### src/rtl/snn_pkg.sv
// snn_pkg: shared SNN types and helpers (decoder FSM encoding, saturating increment).
package snn_pkg;
  typedef enum logic [1:0] {DEC_IDLE, DEC_COUNT, DEC_ARGMAX, DEC_HOLD} dec_state_t;
  function automatic logic [31:0] sat_inc(input logic [31:0] v, input logic [31:0] max);
    return (v == max) ? v : v + 32'd1;
  endfunction
endpackage

### src/rtl/spike_counter.sv
// spike_counter: single saturating spike counter with synchronous clear.
module spike_counter import snn_pkg::*; #(
  parameter int W = 8
) (
  input  logic         clk,
  input  logic         rst,
  input  logic         clr,
  input  logic         en,
  input  logic         inc,
  output logic [W-1:0] count
);
  localparam logic [31:0] MAX = (W >= 32) ? '1 : (32'd1 << W) - 32'd1;
  always_ff @(posedge clk or negedge rst)
    if (!rst) count <= '0;
    else if (clr) count <= '0;
    else if (en && inc) count <= W'(sat_inc(32'(count), MAX));
endmodule

### src/rtl/spike_rate_decoder.sv
// spike_rate_decoder: windowed per-neuron spike counting with rate-coded winner.
// SPIKE_DECODER_ARGMAX_EN enables the sequential argmax scan; otherwise winner is 0.
module spike_rate_decoder import snn_pkg::*; #(
  parameter int NUM_OUTPUTS = 4,
  parameter int WINDOW      = 64,
  parameter int COUNT_WIDTH = 8,
  parameter int IDX_WIDTH   = (NUM_OUTPUTS > 1) ? $clog2(NUM_OUTPUTS) : 1
) (
  input  logic                               clk,
  input  logic                               rst,
  input  logic                               start,
  input  logic [NUM_OUTPUTS-1:0]             spike_in,
  output logic                               busy,
  output logic                               out_valid,
  input  logic                               out_ready,
  output logic [NUM_OUTPUTS*COUNT_WIDTH-1:0] counts,
  output logic [IDX_WIDTH-1:0]               winner,
  output logic                               no_spike
);
  localparam int TW = $clog2(WINDOW + 1);
  dec_state_t state;
  logic [TW-1:0] tcnt;
  logic [COUNT_WIDTH-1:0] cnt [NUM_OUTPUTS];
  logic clr, en, last_sample;
  assign clr = (state == DEC_IDLE) && start;
  assign en = state == DEC_COUNT;
  assign last_sample = tcnt == TW'(WINDOW - 1);
  for (genvar i = 0; i < NUM_OUTPUTS; i++) begin : g_cnt
    spike_counter #(.W(COUNT_WIDTH)) u_cnt (
      .clk  (clk),
      .rst  (rst),
      .clr  (clr),
      .en   (en),
      .inc  (spike_in[i]),
      .count(cnt[i])
    );
    assign counts[i*COUNT_WIDTH +: COUNT_WIDTH] = cnt[i];
  end
`ifdef SPIKE_DECODER_ARGMAX_EN
  logic [IDX_WIDTH-1:0] sidx, best_idx;
  logic [COUNT_WIDTH-1:0] best_cnt;
  logic gt;
  // strict compare keeps the lowest index on ties
  assign gt = cnt[sidx] > best_cnt;
  always_ff @(posedge clk or negedge rst)
    if (!rst) begin
      state <= DEC_IDLE;
      tcnt <= '0;
      busy <= 1'b0;
      out_valid <= 1'b0;
      winner <= '0;
      no_spike <= 1'b0;
      sidx <= '0;
      best_idx <= '0;
      best_cnt <= '0;
    end else
      case (state)
        DEC_IDLE:
          if (start) begin
            state <= DEC_COUNT;
            tcnt <= '0;
            busy <= 1'b1;
            winner <= '0;
            no_spike <= 1'b0;
            sidx <= '0;
            best_idx <= '0;
            best_cnt <= '0;
          end
        DEC_COUNT: begin
          tcnt <= tcnt + TW'(1);
          if (last_sample) state <= DEC_ARGMAX;
        end
        DEC_ARGMAX: begin
          if (gt) begin
            best_cnt <= cnt[sidx];
            best_idx <= sidx;
          end
          sidx <= sidx + IDX_WIDTH'(1);
          if (sidx == IDX_WIDTH'(NUM_OUTPUTS - 1)) begin
            state <= DEC_HOLD;
            busy <= 1'b0;
            out_valid <= 1'b1;
            winner <= gt ? sidx : best_idx;
            no_spike <= ~|counts;
          end
        end
        default:
          if (out_ready) begin
            state <= DEC_IDLE;
            out_valid <= 1'b0;
          end
      endcase
`else
  logic done;
  assign winner = '0;
  // done marks that the counts hold a finished result, so no_spike stays 0 while counting
  assign no_spike = done && ~|counts;
  always_ff @(posedge clk or negedge rst)
    if (!rst) begin
      state <= DEC_IDLE;
      tcnt <= '0;
      busy <= 1'b0;
      out_valid <= 1'b0;
      done <= 1'b0;
    end else
      case (state)
        DEC_IDLE:
          if (start) begin
            state <= DEC_COUNT;
            tcnt <= '0;
            busy <= 1'b1;
            done <= 1'b0;
          end
        DEC_COUNT: begin
          tcnt <= tcnt + TW'(1);
          if (last_sample) begin
            state <= DEC_HOLD;
            busy <= 1'b0;
            out_valid <= 1'b1;
            done <= 1'b1;
          end
        end
        DEC_HOLD:
          if (out_ready) begin
            state <= DEC_IDLE;
            out_valid <= 1'b0;
          end
        default: state <= DEC_IDLE;
      endcase
`endif
endmodule

### config.mk
export PLATFORM = sky130hd
export DESIGN_NAME = spike_rate_decoder
export DESIGN_NICKNAME = d
export VERILOG_FILES = /design/src/rtl/snn_pkg.sv /design/src/rtl/spike_counter.sv /design/src/rtl/spike_rate_decoder.sv
export SDC_FILE = /design/constraint.sdc
export NUM_CORES = 1
export LEC_CHECK = 0
export CAP_MARGIN = 20
export CORE_ASPECT_RATIO = 1.5
export CORE_MARGIN = 2
export CORE_UTILIZATION = 40
export CTS_BUF_LIST = sky130_fd_sc_hd__clkbuf_8
export DETAILED_ROUTE_END_ITERATION = 10
export PLACE_DENSITY = 0.66
export SYNTH_ARGS = -nofsm -noshare
export SYNTH_HDL_FRONTEND = slang
export SYNTH_SLANG_ARGS = --single-unit
### constraint.sdc
create_clock -name clk -period 1.6 [get_ports clk]
set_input_delay 0.48 -clock clk [delete_from_list [all_inputs] [get_ports clk]]
set_output_delay 0.48 -clock clk [all_outputs]
set_load 0.005 [all_outputs]
Yosys cells after proc, flatten, opt, wreduce, memory -nomap -nowiden
Index checks and enable logic that the tools add are counted.
- flip-flop bits (word level): 44
- bits in latches: 0
- RAM bits: 0
- memory bits (read-only): 0
- bits of input ports: 8
- output and inout bits: 37
- logic and storage cells: 77
- memories: 0
- add/subtract/negate cells: 5
- multiply operators: 0
- div/mod/pow operators: 0
- magnitude comparators: 0
- equality and inequality tests: 14
- shift operators: 0
- mux-type cells: 26
- bitwise gates (word level): 0
- reduce and logical (&&, ||, !) cells: 23
- operator list (cell ; count):
    8-bit two-way mux ; 12
    8-bit by 1-bit adder with 8-bit output (second input constant) ; 4
    8-bit equality test (second input constant) ; 4
    32-bit OR reduction ; 1
    2-bit != test (second input constant) ; 7
    7-bit one-hot mux with 2 select lines ; 1
    2-bit nonzero test ; 6
    2-bit AND reduction ; 5
    3-bit AND reduction ; 3
    7-bit by 1-bit adder with 7-bit output (second input constant) ; 1
    7-bit by 6-bit equality test with 1-bit output (second input constant) ; 1
    7-bit two-way mux ; 1
    1-bit logical AND ; 6
    2-bit two-way mux ; 3
    1-bit one-hot mux with 2 select lines ; 3
    2-bit one-hot mux with 3 select lines ; 1
    1-bit two-way mux ; 5
    2-bit by 1-bit equality test with 1-bit output (second input constant) ; 1
    2-bit equality test (second input constant) ; 1
    2-bit logical NOT ; 1
    1-bit logical NOT ; 1

Depth between registers and ports, before layout
Gate-level depths: netlist of run 1.
- depth in word-level cells: 4
- mapped depth: 6
- depth with buffers taken out: 6

Cells and area by module
Synthesis of run 1 repeated with hierarchy kept, for this count alone.
- cells, all modules: 254
- area, all modules: 2587.5 sq um
- modules (own cells, without submodules) (module ; times used ; cells an instance ; area each (sq um) ; sequential area each (sq um)):
    spike_counter ; 4 ; 46 ; 488.0 ; 200.2
    spike_rate_decoder ; 1 ; 70 ; 635.6 ; 300.3

Worst setup path after synthesis of run 1
No wires, ideal clock.
- kind: reg-to-reg
- from: register g_cnt[1].u_cnt.count[0]
- to: register g_cnt[1].u_cnt.count[2]
- setup time: 0.121 ns
- arrival time: 1.523 ns
- required time: 1.479 ns
- slack: -0.044 ns
- cell stages (with the launch flop): 7
- path buffers: 1
- clock period less this slack: 1.644 ns
- cells stage by stage: dfrtp_1 -> ha_1 -> and3_1 -> buf_2 -> a41oi_4 -> o221ai_1 -> nor2b_1
- cells in the longest elaborated chain, start to end: 4
- elaborated cells on any way between the ends: 7
- classes of those cells: add/sub: 1; eq/ne: 2; mux: 3; reduce/logical: 1
- ends and longest elaborated chain (item ; RTL line ; RTL):
    from (decl) ; spike_counter.sv:10 ; output logic [W-1:0] count
    from (signal assigned) ; spike_counter.sv:16 ; else if (en && inc) count <= W'(sat_inc(32'(count), MAX));
    8-bit by 1-bit adder with 8-bit output ; snn_pkg.sv:5 ; return (v == max) ? v : v + 32'd1;
    8-bit two-way mux ; snn_pkg.sv:5 ;
    8-bit two-way mux ; spike_counter.sv:16 ;
    8-bit two-way mux ; spike_counter.sv:15 ; else if (clr) count <= '0;
Several ways; a longest one is shown, not always the timed one. The select of a mux whose other input is x is not followed.
A chain may end at the register's enable or synchronous reset.

Worst setup path in the final report of run 1
- from: register g_cnt[2].u_cnt.count[1]
- to: output port no_spike
- cells in the longest elaborated chain, start to end: 3
- ends and longest elaborated chain (item ; RTL line ; RTL):
    from (decl) ; spike_counter.sv:10 ;
    from (signal assigned) ; spike_counter.sv:16 ;
    32-bit OR reduction ; spike_rate_decoder.sv:97 ; assign no_spike = done && ~|counts;
    1-bit logical NOT ; spike_rate_decoder.sv:97 ;
    1-bit logical AND ; spike_rate_decoder.sv:97 ;
    to (decl) ; spike_rate_decoder.sv:18 ; output logic no_spike
Every way passes these cells.

==> results of run 1 <==
sequential cells by signal, summed over array words and instances (netlist names):
register / flops
tcnt: 7
busy: 1
state: 2
g_cnt.u_cnt.count: 32
done: 1
out_valid: 1
cell usage after synthesis, drive strengths merged, types with 2 or more instances:
| library cell | count |
|---|---|
| a211o | 3 |
| a211oi | 2 |
| a21o | 2 |
| a21oi | 9 |
| a31oi | 6 |
| and2 | 3 |
| and3 | 7 |
| buf | 10 |
| dfrtp | 44 |
| ha | 9 |
| inv | 15 |
| mux2i | 6 |
| nand2 | 21 |
| nand2b | 3 |
| nand3 | 21 |
| nand3b | 2 |
| nand4 | 11 |
| nor2 | 22 |
| nor2b | 4 |
| nor3 | 8 |
| nor3b | 2 |
| nor4 | 4 |
| nor4b | 3 |
| o211ai | 3 |
| o21ai | 24 |
| o31ai | 2 |
| or2 | 2 |
| or3 | 5 |
per-layer routing:
| metal | global-route usage [%] | up-vias | wire, um |
|---|---|---|---|
| met5 | 0 | - | 0 |
| met4 | 9.80 | 0 | 214 |
| met3 | 4.00 | 21 | 363 |
| met2 | 40.8 | 85 | 4290 |
| met1 | 27.6 | 1329 | 3030 |
| li1 | - | 1287 | - |
critical path, cell delays in order (launching register included):
cell and delay (ps):
dfrtp_1 420, inv_2 70, ha_1 140, nand2_1 70, nor3_2 100, nand4_1 120
nor3_2 190, buf_2 140
area by class of cell:
type | count | share of cell area, %
Multi-Input combinational cell | 203 | 37.3
Inverter | 15 | 1.32
Timing Repair Buffer | 148 | 30.5
Tap cell | 74 | 2.17
Clock inverter | 2 | 0.910
Clock buffer | 6 | 1.94
Sequential cell | 44 | 25.8
worst max-delay path by stage:
stage | from | end | slack (ps) | cells past startpoint
after CTS | g_cnt[3].u_cnt.count[0]$_DFFE_PN0P_ | no_spike | -430 | 6
final | g_cnt[2].u_cnt.count[1]$_DFFE_PN0P_ | no_spike | -440 | 7
after floorplan | g_cnt[1].u_cnt.count[0]$_DFFE_PN0P_ | g_cnt[1].u_cnt.count[3]$_DFFE_PN0P_ | 4 | 6
after global routing | g_cnt[3].u_cnt.count[0]$_DFFE_PN0P_ | no_spike | -510 | 6
after detailed placement | g_cnt[3].u_cnt.count[1]$_DFFE_PN0P_ | no_spike | -530 | 6
after global placement | g_cnt[3].u_cnt.count[0]$_DFFE_PN0P_ | no_spike | -510 | 6
power groups by stage:
stage                     registers, mW  logic [mW]  clock network (mW)
after floorplan                    1.92       0.798                   0
after global placement             1.72        2.33                   0
after detailed placement           1.74        2.38                   0
after CTS                          1.75        2.67               0.935
after global routing               1.82        3.23               0.982
final                              1.78        2.94               0.923
repair_timing:
action                     4_1_cts  5_1_grt
pin swaps                       15       29
setup endpoints to repair       53       54
gates resized for setup        129       84
gates cloned                     0        0
buffers inserted                29       25
metrics by stage:
step / area, um^2 / TNS, ps / util (%) / power (mW) / hold slack (ps)
6_report: 4260 / -1240 / 69.5 / 5.65 / 135
5_1_grt: 4260 / -2150 / 69.5 / 6.03 / 149
4_1_cts: 3960 / -2430 / 64.6 / 5.35 / 139
3_5_place_dp: 3490 / -11670 / 57.0 / 4.12 / 481
3_3_place_gp: 3490 / -10970 / 57.0 / 4.05 / 478
2_1_floorplan: 2540 / 0 / - / 2.72 / 184
logic make-up after synthesis:
group / after synthesis
adders and majority gates: 9
buffers and inverters: 25
and+or+nand+nor: 123
AOI/OAI and AO/OA: 63
other: 1
muxes: 6
DFF: 44
==> qor.txt, run 1 <==
Synth Area in Adders - 4.47%
DIE WIDTH - 68.8 um
MaxCap Viol Count - 0
Register area share after synthesis - 43.7%
Wirelength per Cell - 16.0 um
Starting density of the core - 41.1%
Main combinational cell family by area after synthesis - simple AND/OR/NAND/NOR gates
Clk slew on worst S/H paths - 100 ps
Yosys top cell area share - 43.7%
Clk buf depth - 2
Worst-Skew Late Latency - 310 ps
Synth async-reset ratio - 100%
Initial antenna violation count - 0
Simple-Gate Fraction of Synth Area - 27.8%
Setup violations, final - 9
Sink Count - 44
Endpoint class of the critical path - primary output
Core area - 6130 um^2
Synthesized netlist cell count - 271
Post-synth EDFFs - 0
Fin. Hold Viols - 0
Synthesis warning total - 0
RSZ-0062 raised after global routing - yes
Fill cell count - 447
Worst VDD drop - 0.670 mV
Post-CTS Hold Fix Bufs - 0
Comb pwr share - 52.1%
First-pass GRT wire length - 12.4 mm
Slew Viols, Final - 0
First-pass DRT Iterations - 4
Complex-gate fraction of the synthesized area - 16.9%
Top cells by area, synth - dfrtp_1 (44%), ha_1 (4.5%), o21ai_0 (4.4%)
Internal power - 3.60 mW
Clock skew - 12.9 ps
# diodes - 0
Seq. cell area - 1100 um^2
Seq pwr share - 31.5%
PortBufs - 42
Startpoint Class - register
Die footprint - 6960 um^2
Launch point of the worst reg-to-reg path - g_cnt[2].u_cnt.count[1]$_DFFE_PN0P_
Placer Congestion - 0.846
Top cell type by total area after synthesis - dfrtp_1
Vias in the first global route - 2717
Commonest non-fill, non-tap cell in the layout - buf_4
Area of the multi-input gates - 1590 um^2
Ratio of cells with drive above 1 in the final layout - 44.7%
DPL Wire Length - 5.00 mm
Routed via count - 2722
Sw Pwr - 2.05 mW
# placed instances - 445
Final global-route overflow total - 0
Largest net degree at the start of global routing - 45
Die Ht - 101 um
Routed wire length - 7.90 mm
Failing checks - negative setup slack
Final critical-path share of the clock period - 127%
Setup slack, reg-to-reg - -170 ps
CTS HTree Levels - 2
Switching part of the total - 36.2%
Clk pwr share - 16.3%
Synth Flop Type - dfrtp_1
DRT iter0 DRCs - 169
Syn avg cell area - 9.30 um^2
Min-Delay Path Class - in -> async
Yosys reg bits - 44
Final worst slack - -437 ps
Post-route DRC - 0
Worst path arrival time - 1560 ps
Clock root buffer - clkbuf_8
Outcome - complete, but fails checks
Final min period - 2040 ps
Fin cells - 492
Num rows - 35
Critical path peak fanout - 2
Reg2Reg Depth - 9
Post-route ant nets - 0
Reg-to-reg endpoint - g_cnt[2].u_cnt.count[3]$_DFFE_PN0P_
Final nets - 434
Top Ports - 45
Num CTS Buffers - 5
Most frequent cells in the layout - buf_4 (63), dfrtp_1 (44), buf_6 (44), nor2_1 (20), nand2_1 (20)
Area Overhead vs Synth - 69.1%
Setup Crit Path Kind - reg -> out
CP required - 1120 ps
Vias per std cell - 5.53
FMAX - 491 MHz
Pwr dens - 1330 nW/um^2
Synthesized area - 2520 um^2
Library cells used by synthesis - 56
Worst slack at placement - -530 ps
Leak pwr - 1.97 nW
Multiplexer area fraction after synthesis - 2.38%
Tot GR Track Use - 23.4%
Post-Synth XOR/XNOR Area - 0%
CTS tree - yes
Note: power is estimated with default switching activity, not from simulation.
==> run 2, diff against run 1 <==
--- a/config.mk
+++ b/config.mk
@@ -5,13 +5,14 @@
 export SDC_FILE = /design/constraint.sdc
 export NUM_CORES = 1
 export LEC_CHECK = 0
+export ABC_AREA = 1
 export CAP_MARGIN = 20
 export CORE_ASPECT_RATIO = 1.5
 export CORE_MARGIN = 2
 export CORE_UTILIZATION = 40
 export CTS_BUF_LIST = sky130_fd_sc_hd__clkbuf_8
 export DETAILED_ROUTE_END_ITERATION = 10
-export PLACE_DENSITY = 0.66
+export PLACE_DENSITY = 0.65
 export SYNTH_ARGS = -nofsm -noshare
 export SYNTH_HDL_FRONTEND = slang
 export SYNTH_SLANG_ARGS = --single-unit
==> run 2 against run 1 <==
The flow still finishes with violations (negative setup slack). Maximum frequency increased by 9.2%. Sequential cell count unchanged. Global-route usage decreased by 4.1 points. Clock power decreased by 20%. Worst hold slack improved by 9.1 ps. Register-to-register slack improved by 280 ps. Critical path type unchanged. Highest routed layer unchanged.
==> qor.txt, run 2 <==
Ratio of cells with drive above 1 in the final layout - 23.3% (was 44.7%)
DIE WIDTH - 71.3 um (was 68.8 um)
Hold_ws - 144 ps (was 135 ps)
Routed via count - 2729 (was 2722)
Pwr dens - 1540 nW/um^2 (was 1330 nW/um^2)
Outcome - complete, but fails checks (unchanged)
Commonest non-fill, non-tap cell in the layout - nand2_1 (was buf_4)
Fill cell count - 632 (was 447)
Top Ports - 45 (unchanged)
Fin cells - 557 (was 492)
# placed instances - 527 (was 445)
Syn avg cell area - 7.25 um^2 (was 9.30 um^2)
Synthesized area - 2720 um^2 (was 2520 um^2)
First-pass GRT wire length - 11.7 mm (was 12.4 mm)
Yosys top cell area share - 40.5% (was 43.7%)
Initial antenna violation count - 0 (unchanged)
Clk slew on worst S/H paths - 90 ps (was 100 ps)
First-pass DRT Iterations - 4 (unchanged)
Starting density of the core - 41.6% (was 41.1%)
Library cells used by synthesis - 25 (was 56)
Final min period - 1870 ps (was 2040 ps)
RSZ-0062 raised after global routing - yes (unchanged)
Num rows - 36 (was 35)
CTS tree - yes (unchanged)
Register area share after synthesis - 40.5% (was 43.7%)
Largest net degree at the start of global routing - 45 (unchanged)
Failing checks - negative setup slack (unchanged)
Vias in the first global route - 2596 (was 2717)
DP Area - 3520 um^2 (was 3490 um^2)
Endpoint class of the critical path - primary output (unchanged)
DPL Wire Length - 4.92 mm (was 5.00 mm)
Clock skew - 11.3 ps (was 12.9 ps)
Yosys reg bits - 44 (unchanged)
Leak pwr - 2.01 nW (was 1.97 nW)
CTS HTree Levels - 2 (unchanged)
Launch point of the worst reg-to-reg path - g_cnt[0].u_cnt.count[1]$_DFFE_PN0P_ (was g_cnt[2].u_cnt.count[1]$_DFFE_PN0P_)
Design Area, Final - 3830 um^2 (was 4260 um^2)
Vias per std cell - 4.90 (was 5.53)
Core area - 6530 um^2 (was 6130 um^2)
Worst-Skew Late Latency - 300 ps (was 310 ps)
Setup violations, final - 1 (was 9)
Critical path peak fanout - 2 (unchanged)
Startpoint Class - register (unchanged)
Die footprint - 7490 um^2 (was 6960 um^2)
Worst VDD drop - 0.900 mV (was 0.670 mV)
FMAX - 536 MHz (was 491 MHz)
Post-route DRC - 0 (unchanged)
MaxCap Viol Count - 0 (unchanged)
Area Overhead vs Synth - 41.0% (was 69.1%)
Post-layout util - 58.7% (was 69.5%)
Synth Flop Type - dfrtp_1 (unchanged)
Setup slack, reg-to-reg - 110 ps (was -170 ps)
DRT iter0 DRCs - 101 (was 169)
Wirelength per Cell - 12.3 um (was 16.0 um)
CP required - 1120 ps (about the same)
Final global-route overflow total - 0 (unchanged)
Max reg flops - 32 (unchanged)
Top cells by area, synth - dfrtp_1 (40%), nand2_1 (13%), nand3_1 (13%) (was dfrtp_1 (44%), ha_1 (4.5%), o21ai_0 (4.4%))
Synth async-reset ratio - 100% (unchanged)
Slew Viols, Final - 0 (unchanged)
Min-Delay Path Class - in -> async (unchanged)
Sink Count - 44 (unchanged)
Final critical-path share of the clock period - 117% (was 127%)
Clk buf depth - 2 (unchanged)
Area of the multi-input gates - 1390 um^2 (was 1590 um^2)
Num CTS Buffers - 5 (unchanged)
Final worst slack - -266 ps (was -437 ps)
Worst path arrival time - 1390 ps (was 1560 ps)
Post-route ant nets - 0 (unchanged)
Largest registers - g_cnt.u_cnt.count (32), tcnt (7), state (2) (unchanged)
Setup Crit Path Kind - reg -> out (unchanged)
Reg2Reg Depth - 10 (was 9)
Final nets - 497 (was 434)
Reg-to-reg endpoint - g_cnt[0].u_cnt.count[6]$_DFFE_PN0P_ (was g_cnt[2].u_cnt.count[3]$_DFFE_PN0P_)
Clock root buffer - clkbuf_8 (unchanged)
Top cell type by total area after synthesis - dfrtp_1 (unchanged)
# diodes - 0 (unchanged)
Fin. Hold Viols - 0 (unchanged)
Tot GR Track Use - 19.3% (was 23.4%)
Reg with most FFs - g_cnt.u_cnt.count (unchanged)
Synthesis warning total - 0 (unchanged)
PortBufs - 42 (unchanged)
Synthesized netlist cell count - 375 (was 271)
Post-CTS Hold Fix Bufs - 0 (unchanged)
Most frequent cells in the layout - nand2_1 (95), nand3_1 (69), dfrtp_1 (44), inv_1 (41), buf_4 (39) (was buf_4 (63), dfrtp_1 (44), buf_6 (44), nor2_1 (20), nand2_1 (20))
Synth cell count leaders - nand2_1 (95), nand3_1 (70), inv_1 (45), dfrtp_1 (44), nor2_1 (33) (was dfrtp_1 (44), nor2_1 (22), o21ai_0 (22), nand2_1 (21), nand3_1 (19))
Post-synth EDFFs - 0 (unchanged)
Die Ht - 105 um (was 101 um)
Routed wire length - 6.83 mm (was 7.90 mm)
Placer Congestion - 0.843 (was 0.846)
Top-count cell post-synth - nand2_1 (was dfrtp_1)
Seq. cell area - 1100 um^2 (unchanged)
run 2: routing by layer:
| metal | wire length (um) | vias up | GRT usage (%) |
|---|---|---|---|
| met4 | 126 | 0 | 5.93 |
| met5 | 0 | - | 0 |
| met3 | 173 | 11 | 3.28 |
| met2 | 3610 | 36 | 33.5 |
| li1 | - | 1415 | - |
| met1 | 2920 | 1267 | 23.8 |
run 2: cells by family after synthesis:
group                      after synthesis  share of synthesized area [%]
AOI/OAI and AO/OA                       34                           6.67
buffers and inverters                   61                           9.94
adders and majority gates                9                           4.14
DFF                                     44                           40.5
other                                    1                          0.138
xor gates and xnor gates                 7                           2.25
and+or+nand+nor                        219                           36.4
run 2: where the power goes:
part           switching (mW)  leakage [nW]  internal (mW)
clock                   0.390        0.0486          0.345
sequential              0.271         0.557           1.52
combinational            1.71          1.41           1.66
total                    2.37          2.01           3.52
run 2: final cells by class:
cell class              instances  share of cell area (%)
multi-input cells             271                    36.2
clock inverters                 2                   0.294
clock buffers                   6                    2.15
repair buffers                108                    25.2
flip-flops and latches         44                    28.7
well taps                      76                    2.48
inverters                      50                    4.96
run 2: stage by stage:
step / total power, mW / TNS [ps] / worst slack, ps
6_report: 5.89 / -266 / -266
5_1_grt: 6.43 / -421 / -381
4_1_cts: 5.80 / -471 / -279
3_5_place_dp: 4.96 / -819 / -375
3_3_place_gp: 4.89 / -497 / -361
2_1_floorplan: 3.45 / 0 / 115
run 2: what timing repair did:
| item | in CTS | in global routing |
|---|---|---|
| setup endpoints to repair | 35 | 30 |
| buffers inserted | 12 | 11 |
| resized for setup | 61 | 38 |
| pin swaps | 3 | 2 |
run 2: critical path: stages, from the launching register on:
cell and delay, ps:
dfrtp_1 410, inv_2 70, ha_4 120, nand3_2 70, nor2_2 120, nand3_1 70
nor2_1 110, buf_2 120
run 2: worst max-delay path by stage:
stage | startpoint | to | slack (ps) | depth (start not counted)
finish | g_cnt[1].u_cnt.count[0]$_DFFE_PN0P_ | no_spike | -270 | 7
global route | g_cnt[0].u_cnt.count[0]$_DFFE_PN0P_ | no_spike | -380 | 7
CTS | g_cnt[1].u_cnt.count[1]$_DFFE_PN0P_ | no_spike | -280 | 7
detailed placement | g_cnt[1].u_cnt.count[0]$_DFFE_PN0P_ | no_spike | -380 | 7
global placement | g_cnt[1].u_cnt.count[0]$_DFFE_PN0P_ | no_spike | -360 | 7
floorplan | g_cnt[0].u_cnt.count[0]$_DFFE_PN0P_ | no_spike | 120 | 6
==> run 3, diff against run 2 <==
--- a/config.mk
+++ b/config.mk
@@ -9,10 +9,10 @@
 export CAP_MARGIN = 20
 export CORE_ASPECT_RATIO = 1.5
 export CORE_MARGIN = 2
-export CORE_UTILIZATION = 40
+export CORE_UTILIZATION = 50
 export CTS_BUF_LIST = sky130_fd_sc_hd__clkbuf_8
 export DETAILED_ROUTE_END_ITERATION = 10
-export PLACE_DENSITY = 0.65
+export PLACE_DENSITY = 0.79
 export SYNTH_ARGS = -nofsm -noshare
 export SYNTH_HDL_FRONTEND = slang
 export SYNTH_SLANG_ARGS = --single-unit
==> run 3 against run 2 <==
The run still ends with negative setup slack left. Via count rose by 9.6%. Maximum frequency down 6.2%. Largest cell class unchanged. Non-clock buffer count rose by 9. Critical endpoint unchanged. Wire length grew 18%. Clock skew down 3.0 ps. Critical path type unchanged.
==> qor.txt, run 3 (same netlist as run 2, synthesis figures left out) <==
Outcome - complete, but fails checks (unchanged)
Failing checks - negative setup slack (unchanged)
Startpoint Class - register (unchanged)
PortBufs - 42 (unchanged)
Setup Crit Path Kind - reg -> out (unchanged)
Min-Delay Path Class - in -> async (unchanged)
Crit path largest cell delay - 410 ps (about the same)
Clock root buffer - clkbuf_8 (unchanged)
Slew Viols, Final - 0 (unchanged)
Worst path arrival time - 1510 ps (was 1390 ps)
Fin. Hold Viols - 0 (unchanged)
Largest registers - g_cnt.u_cnt.count (32), tcnt (7), state (2) (unchanged)
Worst VDD drop - 1.09 mV (was 0.900 mV)
Die footprint - 6060 um^2 (was 7490 um^2)
Clock skew - 8.29 ps (was 11.3 ps)
Num CTS Buffers - 5 (unchanged)
Die Ht - 94.3 um (was 105 um)
# placed instances - 520 (was 527)
Crit path max-delay cell type - dfrtp_1 (unchanged)
Final global-route overflow total - 0 (unchanged)
Initial antenna violation count - 0 (unchanged)
Final critical-path share of the clock period - 124% (was 117%)
Pwr dens - 1620 nW/um^2 (was 1540 nW/um^2)
Routed wire length - 8.04 mm (was 6.83 mm)
Setup violations, final - 4 (was 1)
Most frequent cells in the layout - nand2_1 (92), nand3_1 (68), buf_4 (47), dfrtp_1 (44), inv_1 (43) (was nand2_1 (95), nand3_1 (69), dfrtp_1 (44), inv_1 (41), buf_4 (39))
Final nets - 508 (was 497)
Wirelength per Cell - 14.4 um (was 12.3 um)
Starting density of the core - 52.2% (was 41.6%)
First-pass GRT wire length - 11.7 mm (unchanged)
Vias in the first global route - 2743 (was 2596)
Endpoint class of the critical path - primary output (unchanged)
First-pass DRT Iterations - 4 (unchanged)
Clk buf depth - 2 (unchanged)
Vias per std cell - 5.34 (was 4.90)
Routed via count - 2992 (was 2729)
Fin cells - 560 (was 557)
Hold_ws - 140 ps (was 144 ps)
Routed wl met3 - 342 um (was 173 um)
Final min period - 1990 ps (was 1870 ps)
Metal1 wirelength - 2.98 mm (was 2.92 mm)
Sink Count - 44 (unchanged)
CTS HTree Levels - 2 (unchanged)
Fin Setup TNS - -484 ps (was -266 ps)
Ratio of cells with drive above 1 in the final layout - 26.4% (was 23.3%)
Post-route ant nets - 0 (unchanged)
Max reg flops - 32 (unchanged)
# diodes - 0 (unchanged)
Post-route DRC - 0 (unchanged)
Final worst slack - -389 ps (was -266 ps)
DRT iter0 DRCs - 268 (was 101)
Top Ports - 45 (unchanged)
Routed length on met2 - 4.38 mm (was 3.61 mm)
Fill cell count - 395 (was 632)
Commonest non-fill, non-tap cell in the layout - nand2_1 (unchanged)
Critical path peak fanout - 2 (unchanged)
Core area - 5200 um^2 (was 6530 um^2)
CP required - 1120 ps (about the same)
Reg with most FFs - g_cnt.u_cnt.count (unchanged)
Worst path cell trace - inv_1 -> ha_1 -> nand2_1 -> nor3_1 -> nand3_1 -> nor2_1 -> buf_2 (was inv_2 -> ha_4 -> nand3_2 -> nor2_2 -> nand3_1 -> nor2_1 -> buf_2)
Tot GR Track Use - 25.0% (was 19.3%)
CTS tree - yes (unchanged)
DIE WIDTH - 64.2 um (was 71.3 um)
Clk slew on worst S/H paths - 90 ps (about the same)
Highest metal used - met4 (unchanged)
FMAX - 503 MHz (was 536 MHz)
Placer Congestion - 0.851 (was 0.843)
Design Power - 6.43 mW (was 5.89 mW)
MaxCap Viol Count - 0 (unchanged)
Leak pwr - 2.07 nW (was 2.01 nW)
Worst-Skew Late Latency - 310 ps (was 300 ps)
Largest net degree at the start of global routing - 45 (unchanged)
Num rows - 32 (was 36)
Area Overhead vs Synth - 45.5% (was 41.0%)
RSZ-0062 raised after global routing - yes (unchanged)
DPL Wire Length - 4.98 mm (was 4.92 mm)
[run 3: changes by cell type in the layout (fill, tap and decap cells not counted), moves of 3 or more]
cell / before / now
buf_4: 39 / 47
clkbuf_2: 7 / 10
nand2_2: 3 / 6
nand2_1: 95 / 92
[run 3: metal layers]
metal / track usage [%] / vias up
met3: 3.96 / 29
li1: - / 1436
met4: 12.8 / 0
met5: 0 / -
met2: 47.2 / 108
met1: 26.2 / 1419
[run 3: layout make-up]
cell class,count,area [um^2],share of cell area (%)
multi-input combinational,273,1450,36.7
sequential,44,1100,27.8
timing repair buffer,117,1020,25.8
inverter,50,188,4.75
tap,68,85.1,2.15
clock buffer,5,68.8,1.74
clock inverter,3,38.8,0.981
[run 3: what timing repair did]
action,in CTS,in global routing
cloned,0,2
setup buffers,16,15
pin swaps,5,10
gates resized for setup,63,52
setup endpoints to repair,35,41
hold buffers,0,0
[run 3: where the power goes]
group	total (mW)	leakage (nW)	switching [mW]	internal [mW]
logic	3.75	1.45	1.92	1.83
clock network	0.867	0.0593	0.410	0.458
registers	1.81	0.557	0.291	1.52
total	6.43	2.07	2.62	3.81
[run 3: metrics by stage]
step           instance area (um^2)  worst slack, ps  utilization, %
3_3_place_gp                   3520             -351            67.5
6_report                       3960             -389            76.0
4_1_cts                        3760             -291            72.3
2_1_floorplan                  2720              115               -
5_1_grt                        3960             -477            76.0
3_5_place_dp                   3520             -390            67.5
[run 3: worst max-delay path, delay by kind of cell (launching register included)]
kind          cells  cell delay, ps
buf+inv           2             220
simple gates      4             400
fa+ha+maj         1             170
flops             1             410
[run 3: path summary, 6_finish.rpt]
kind                                                      from                                   to  slack (ps)  depth (start not counted)
max reg2reg                g_cnt[3].u_cnt.count[1]$_DFFE_PN0P_  g_cnt[3].u_cnt.count[6]$_DFFE_PN0P_         -10                          9
max in group asynchronous                                  rst                  tcnt[1]$_DFFE_PN0P_        1240                          2
min                                                        rst  g_cnt[0].u_cnt.count[5]$_DFFE_PN0P_         140                          2
min in group clk                              busy$_DFFE_PN0P_                     busy$_DFFE_PN0P_         480                          2
max                        g_cnt[2].u_cnt.count[1]$_DFFE_PN0P_                             no_spike        -390                          7
min reg2reg                                   busy$_DFFE_PN0P_                     busy$_DFFE_PN0P_         480                          2
